$ cat src/rtl/fetch_control_unit_pkg.sv
// Shared instruction-set encodings, field layout and sequencer state codes
// for the fetch/decode/execute control path.
package fetch_control_unit_pkg;

  localparam int unsigned ARG_WIDTH         = 5;
  localparam int unsigned REG_WIDTH         = 2;
  localparam int unsigned OPCODE_WIDTH      = 3;
  localparam int unsigned INSTRUCTION_WIDTH = OPCODE_WIDTH + REG_WIDTH + ARG_WIDTH;

  typedef logic [OPCODE_WIDTH-1:0]      opcode_t;
  typedef logic [REG_WIDTH-1:0]         reg_code_t;
  typedef logic [ARG_WIDTH-1:0]         arg_t;
  typedef logic [INSTRUCTION_WIDTH-1:0] instr_t;

  // Instruction word layout: {opcode, reg, arg}; opcode 3'd7 is undefined
  localparam opcode_t OP_NOP = 3'd0;
  localparam opcode_t OP_LD  = 3'd1;
  localparam opcode_t OP_ADD = 3'd2;
  localparam opcode_t OP_SUB = 3'd3;
  localparam opcode_t OP_XOR = 3'd4;
  localparam opcode_t OP_ST  = 3'd5;
  localparam opcode_t OP_JZ  = 3'd6;

  localparam reg_code_t R0 = 2'd0;
  localparam reg_code_t R1 = 2'd1;
  localparam reg_code_t R2 = 2'd2;
  localparam reg_code_t R3 = 2'd3;

  localparam logic [1:0] FSM_FETCH   = 2'd0;
  localparam logic [1:0] FSM_DECODE  = 2'd1;
  localparam logic [1:0] FSM_EXECUTE = 2'd2;

  localparam instr_t NOP_WORD = {OP_NOP, R0, arg_t'('0)};

  function automatic instr_t asm_reg(input opcode_t op, input reg_code_t r);
    return {op, r, arg_t'('0)};
  endfunction

  function automatic instr_t asm_arg(input opcode_t op, input arg_t a);
    return {op, R0, a};
  endfunction

  function automatic opcode_t ir_opcode(input instr_t ir);
    return ir[INSTRUCTION_WIDTH-1 -: OPCODE_WIDTH];
  endfunction

  function automatic reg_code_t ir_reg(input instr_t ir);
    return ir[ARG_WIDTH +: REG_WIDTH];
  endfunction

  function automatic arg_t ir_arg(input instr_t ir);
    return ir[ARG_WIDTH-1:0];
  endfunction

endpackage

$ cat src/rtl/fetch_control_unit_decoder.sv
// Combinational instruction decoder: splits the IR into fields and classifies
// the opcode into write-strobe / jump / illegal categories.
module instruction_decoder
  import fetch_control_unit_pkg::*;
(
  input  logic [INSTRUCTION_WIDTH-1:0] ir,
  output logic [OPCODE_WIDTH-1:0]      opcode,
  output logic [REG_WIDTH-1:0]         reg_field,
  output logic [ARG_WIDTH-1:0]         arg,
  output logic                         is_acc_write,
  output logic                         is_store,
  output logic                         is_jz,
  output logic                         is_illegal
);

  always_comb begin
    opcode       = ir_opcode(ir);
    reg_field    = ir_reg(ir);
    arg          = ir_arg(ir);
    is_acc_write = 1'b0;
    is_store     = 1'b0;
    is_jz        = 1'b0;
    is_illegal   = 1'b0;
    case (ir_opcode(ir))
      OP_NOP:                       ;
      OP_LD, OP_ADD, OP_SUB, OP_XOR: is_acc_write = 1'b1;
      OP_ST:                        is_store     = 1'b1;
      OP_JZ:                        is_jz        = 1'b1;
      default:                      is_illegal   = 1'b1;
    endcase
  end

endmodule

$ cat src/rtl/fetch_control_unit.sv
// Three-phase instruction sequencer: fetches from the combinational ROM, decodes,
// and issues single-cycle execute strobes to the accumulator/register-file datapath.
module fetch_control_unit
  import fetch_control_unit_pkg::*;
#(
  parameter logic [ARG_WIDTH-1:0] RESET_PC = '0
) (
  input  logic                         clk,
  input  logic                         reset,
  input  logic                         enable,
  output logic [ARG_WIDTH-1:0]         rom_address,
  input  logic [INSTRUCTION_WIDTH-1:0] rom_data,
  input  logic                         zero_flag,
  output logic [ARG_WIDTH-1:0]         pc,
  output logic [OPCODE_WIDTH-1:0]      alu_op,
  output logic [REG_WIDTH-1:0]         reg_sel,
  output logic                         acc_we,
  output logic                         reg_we,
  output logic                         exec_valid,
  output logic                         illegal
);

  logic [1:0]                   state_q, state_d;
  logic [ARG_WIDTH-1:0]         pc_q, pc_d;
  logic [INSTRUCTION_WIDTH-1:0] ir_q, ir_d;
  logic                         exec_valid_q, exec_valid_d;
  logic                         acc_we_q, acc_we_d;
  logic                         reg_we_q, reg_we_d;
  logic                         illegal_q, illegal_d;

  logic [OPCODE_WIDTH-1:0] dec_opcode;
  logic [REG_WIDTH-1:0]    dec_reg;
  logic [ARG_WIDTH-1:0]    dec_arg;
  logic                    dec_acc_write, dec_store, dec_jz, dec_illegal;

  instruction_decoder u_decoder (
    .ir           (ir_q),
    .opcode       (dec_opcode),
    .reg_field    (dec_reg),
    .arg          (dec_arg),
    .is_acc_write (dec_acc_write),
    .is_store     (dec_store),
    .is_jz        (dec_jz),
    .is_illegal   (dec_illegal)
  );

  always_comb begin
    state_d      = state_q;
    pc_d         = pc_q;
    ir_d         = ir_q;
    exec_valid_d = exec_valid_q;
    acc_we_d     = acc_we_q;
    reg_we_d     = reg_we_q;
    illegal_d    = illegal_q;
    if (enable) begin
      case (state_q)
        FSM_FETCH: begin
          ir_d    = rom_data;
          state_d = FSM_DECODE;
        end
        // Strobes are registered on entry to EXECUTE so they come straight off flops
        FSM_DECODE: begin
          state_d      = FSM_EXECUTE;
          exec_valid_d = 1'b1;
          acc_we_d     = dec_acc_write;
          reg_we_d     = dec_store;
          illegal_d    = illegal_q | dec_illegal;
        end
        FSM_EXECUTE: begin
          state_d      = FSM_FETCH;
          exec_valid_d = 1'b0;
          acc_we_d     = 1'b0;
          reg_we_d     = 1'b0;
          pc_d         = (dec_jz && zero_flag) ? dec_arg : pc_q + ARG_WIDTH'(1);
        end
        default: begin
          state_d      = FSM_FETCH;
          exec_valid_d = 1'b0;
          acc_we_d     = 1'b0;
          reg_we_d     = 1'b0;
        end
      endcase
    end
  end

  always_ff @(posedge clk or posedge reset) begin
    if (reset) begin
      state_q      <= FSM_FETCH;
      pc_q         <= RESET_PC;
      ir_q         <= NOP_WORD;
      exec_valid_q <= 1'b0;
      acc_we_q     <= 1'b0;
      reg_we_q     <= 1'b0;
      illegal_q    <= 1'b0;
    end else begin
      state_q      <= state_d;
      pc_q         <= pc_d;
      ir_q         <= ir_d;
      exec_valid_q <= exec_valid_d;
      acc_we_q     <= acc_we_d;
      reg_we_q     <= reg_we_d;
      illegal_q    <= illegal_d;
    end
  end

  // A stalled EXECUTE keeps its strobe flops set but must not present a strobe
  assign exec_valid  = exec_valid_q & enable;
  assign acc_we      = acc_we_q & enable;
  assign reg_we      = reg_we_q & enable;
  assign illegal     = illegal_q;
  assign pc          = pc_q;
  assign rom_address = pc_q;
  assign alu_op      = dec_opcode;
  assign reg_sel     = dec_reg;

endmodule

$ cat config.mk
export PLATFORM = sky130hd
export DESIGN_NAME = fetch_control_unit
export DESIGN_NICKNAME = d
export VERILOG_FILES = /design/src/rtl/fetch_control_unit_pkg.sv /design/src/rtl/fetch_control_unit_decoder.sv /design/src/rtl/fetch_control_unit.sv
export SDC_FILE = /design/constraint.sdc
export NUM_CORES = 1
export LEC_CHECK = 0
export ABC_CLOCK_PERIOD_IN_PS = 2260
export CORE_ASPECT_RATIO = 1.25
export CORE_MARGIN = 4
export CORE_UTILIZATION = 48
export DETAILED_ROUTE_END_ITERATION = 8
export PLACE_DENSITY = 0.83
export SYNTH_ARGS = -nofsm -noshare
export SYNTH_HDL_FRONTEND = slang
export SYNTH_SLANG_ARGS = --single-unit
$ cat constraint.sdc
create_clock -name clk -period 2.26 [get_ports clk]
set_input_delay 0.226 -clock clk [delete_from_list [all_inputs] [get_ports clk]]
set_output_delay 0.226 -clock clk [all_outputs]
set_load 0.02 [all_outputs]
==> flow_summary.yaml <==
placement:
  gp_congestion: 0.7383
  port_buffers: 32
  dp_cells: 130
  placed_cell_area_um2: 1319
cells_and_area:
  n_antenna_cell: 0
  layout-area-overhead-vs-synth_pct: 30.27
  final_cells: 134
  drive_gt1_share_pct: 18.42
  postLayoutCellArea_um2: 1346
  nets: 130
floorplan:
  dieArea_um2: 2964
  io_pins: 33
  die_w_um: 49.50
  core_um2: 2004
  core.rowCount: 18
  start_util_pct: 51.56
  die_y_um: 59.88
clocking:
  clk_pin_slew_worst_paths_ns: 0.12
  cts_hold_buf: 0
  clockBufferDepth: 2
  clk_latency_ns: 0.31
  htreeDepth: 1
  cts_tree: "built"
  numCtsBuffers: 3
  cts-root-buf: "clkbuf_4"
  cts.sinks: 21
  cts_resized: 0
  post_cts_buffers: 0
logic_synthesis:
  synth.avg_cell_area_um2: 11.88
  ys_top_cells_by_count: "21 x dfrtp_1, 13 x mux2_2, 7 x buf_4, 5 x a21oi_1"
  synth_area_leaders: "dfrtp_1 51%, mux2_2 14%, buf_4 5.1%, o22a_1 2.5%, a21oi_1 2.4%"
  yosysTopAreaCell: "dfrtp_1"
  synth_most_common_cell: "dfrtp_1"
  ys_seq_area_share_pct: 50.85
  synthArstFlopShare_pct: 100.0
  yosysWarnings: 0
  synth_area_um2: 1033
  synth_top_area_share_pct: 50.85
  synth_fp_nets: 102
  synth_cells: 87
  netlist-cell-type-count: 29
  synth-edff-count: 0
  synth-seq-cells: 21
  yosys_most_used_dff: "dfrtp_1"
sta:
  slew_violations: 0
  timing.final.crit_share_pct: 82.65
  setup_tns_ns: 0
  finalCriticalPeriod_ns: 1.868
  relSlewSlack_pct: 48.08
  tightest_slew_ns: 0.7780
  finalSetupViolations: 0
  fmax_ghz: 0.5354
  rsz0062_at_grt: "no"
  fin_skew_ns: 0.007729
  hold_viol_final: 0
setup_path:
  path_cells: "clkdlybuf4s50_1 -> and2_1 -> clkdlybuf4s50_1"
  crit_start: "enable"
  worst_setup_path_start_kind: "input port"
  max_stage_delay_ns: 0.64
  cp_num_buf_inv: 2
  cp-end-kind: "output port"
  regToRegSetupSlack_ns: 0.82
  r2r_cells: 2
  r2r_end: "pc[0]"
  worstPathRequired_ns: 2.03
  cp_max_fo: 10
  crit_type: "in2out"
  crit_family: "buffers and inverters"
  r2r_start: "state_q[0]"
  worst_path_max_delay_cell: "clkdlybuf4s50_1"
  cp.arrival_ns: 1.64
  cp_common_cell: "clkdlybuf4s50_1"
run:
  cap_violations: 0
power:
  p_leak_uw: 0.0005644
  power-per-cell-area_nw_per_um2: 1340
  vdd_drop_max_v: 0.0007383
global_routing:
  antenna_found_initial: 0
  grt_pass1_wl_um: 3249
  grt_overflow_total: 0
  grtUsageTotal_pct: 14.49
  grt_pass1_vias: 721
  grt_max_degree: 22
drt:
  wl_per_cell_um: 14.04
  drtPass1Iterations: 4
  drcViolationCount: 0
  vias: 732
  vias_per_cell: 5.463
  drt-total-wl_um: 1882
  final_antenna_net_count: 0
  drt_iter0_markers: 11
hold_path:
  min_path_type: "in2async"
run_status:
  status: "finished, final reports clean"
-- worst max path at each step --
stage	cells after the start	slack, ns	endpoint
finish	3	0.39	reg_we
global route	3	0.32	acc_we
CTS	3	0.38	reg_we
detailed placement	3	0.39	reg_we
global placement	3	0.40	reg_we
floorplan	4	0.84	pc[4]
-- routing by layer --
layer,vias to the layer above,GRT usage (%),share of wire (%)
met5,-,0,0
met4,0,10.67,2.8
met3,5,2.244,6.0
met2,24,23.18,50
met1,344,17.89,42
li1,359,-,-
-- cell families after synthesis --
kind of cell	count (synthesis)	share of synthesized area, %
flops	21	50.85
simple gates	19	12.23
compound gates	16	10.78
mux	15	16.10
buf+inv	14	7.989
xor+xnor	1	0.8476
fa+ha+maj	1	1.210
-- layout make-up --
class	instances	area, um2
flip-flops and latches	21	525.5
clock buffers	3	22.52
inverters	4	15.01
repair buffers	33	327.8
well taps	20	25.02
clock inverters	1	5.005
fillers	155	658.1
multi-input cells	52	425.4
-- sequential cells by signal, summed over array words and instances (netlist names) --
register,cells
reg_we_q,1
pc,5
exec_valid_q,1
state_q,2
ir_q,10
illegal,1
acc_we_q,1
-- through the flow --
stage	power, uW	util, %	setup WS (ns)	hold slack [ns]
final	1804	67.17	0.3921	0.3404
after CTS	1828	67.17	0.3804	0.3588
after global routing	1931	67.17	0.3201	0.4030
after detailed placement	1644	65.79	0.3882	0.4738
after global placement	1610	65.79	0.3951	0.4648
after floorplan	1293	-	0.8433	0.2025
-- cells in the final DEF, fill, tap and decap left out --
cell type        synthesis  final
a21oi_1                  5      5
a21o_1                   1      1
or2b_1                   1      1
and2_1                   3      3
o2bb2ai_1                1      1
o31ai_1                  1      1
xor2_1                   1      1
inv_1                    3      3
nor3_2                   1      1
mux2_2                  13     13
nor3b_1                  1      1
inv_2                    1      1
nand2_1                  3      3
nor2_1                   3      3
clkinv_2                 0      1
dfrtp_1                 21     21
clkbuf_4                 0      3
nand4b_4                 1      1
nand4_1                  3      3
o21bai_1                 1      1
o21ai_0                  2      2
ha_1                     1      1
a2bb2oi_1                1      1
nand3_1                  2      2
mux2i_1                  2      2
o22a_1                   3      3
buf_4                    7      1
nand3b_1                 1      1
clkdlybuf4s50_1          0     32
a221o_1                  1      1
-- power by group --
part | internal, uW | switching, uW
combinational | 486 | 387
clock | 66.2 | 116
sequential | 553 | 196
total | 1110 | 699
Note: power is estimated with default switching activity, not from simulation.
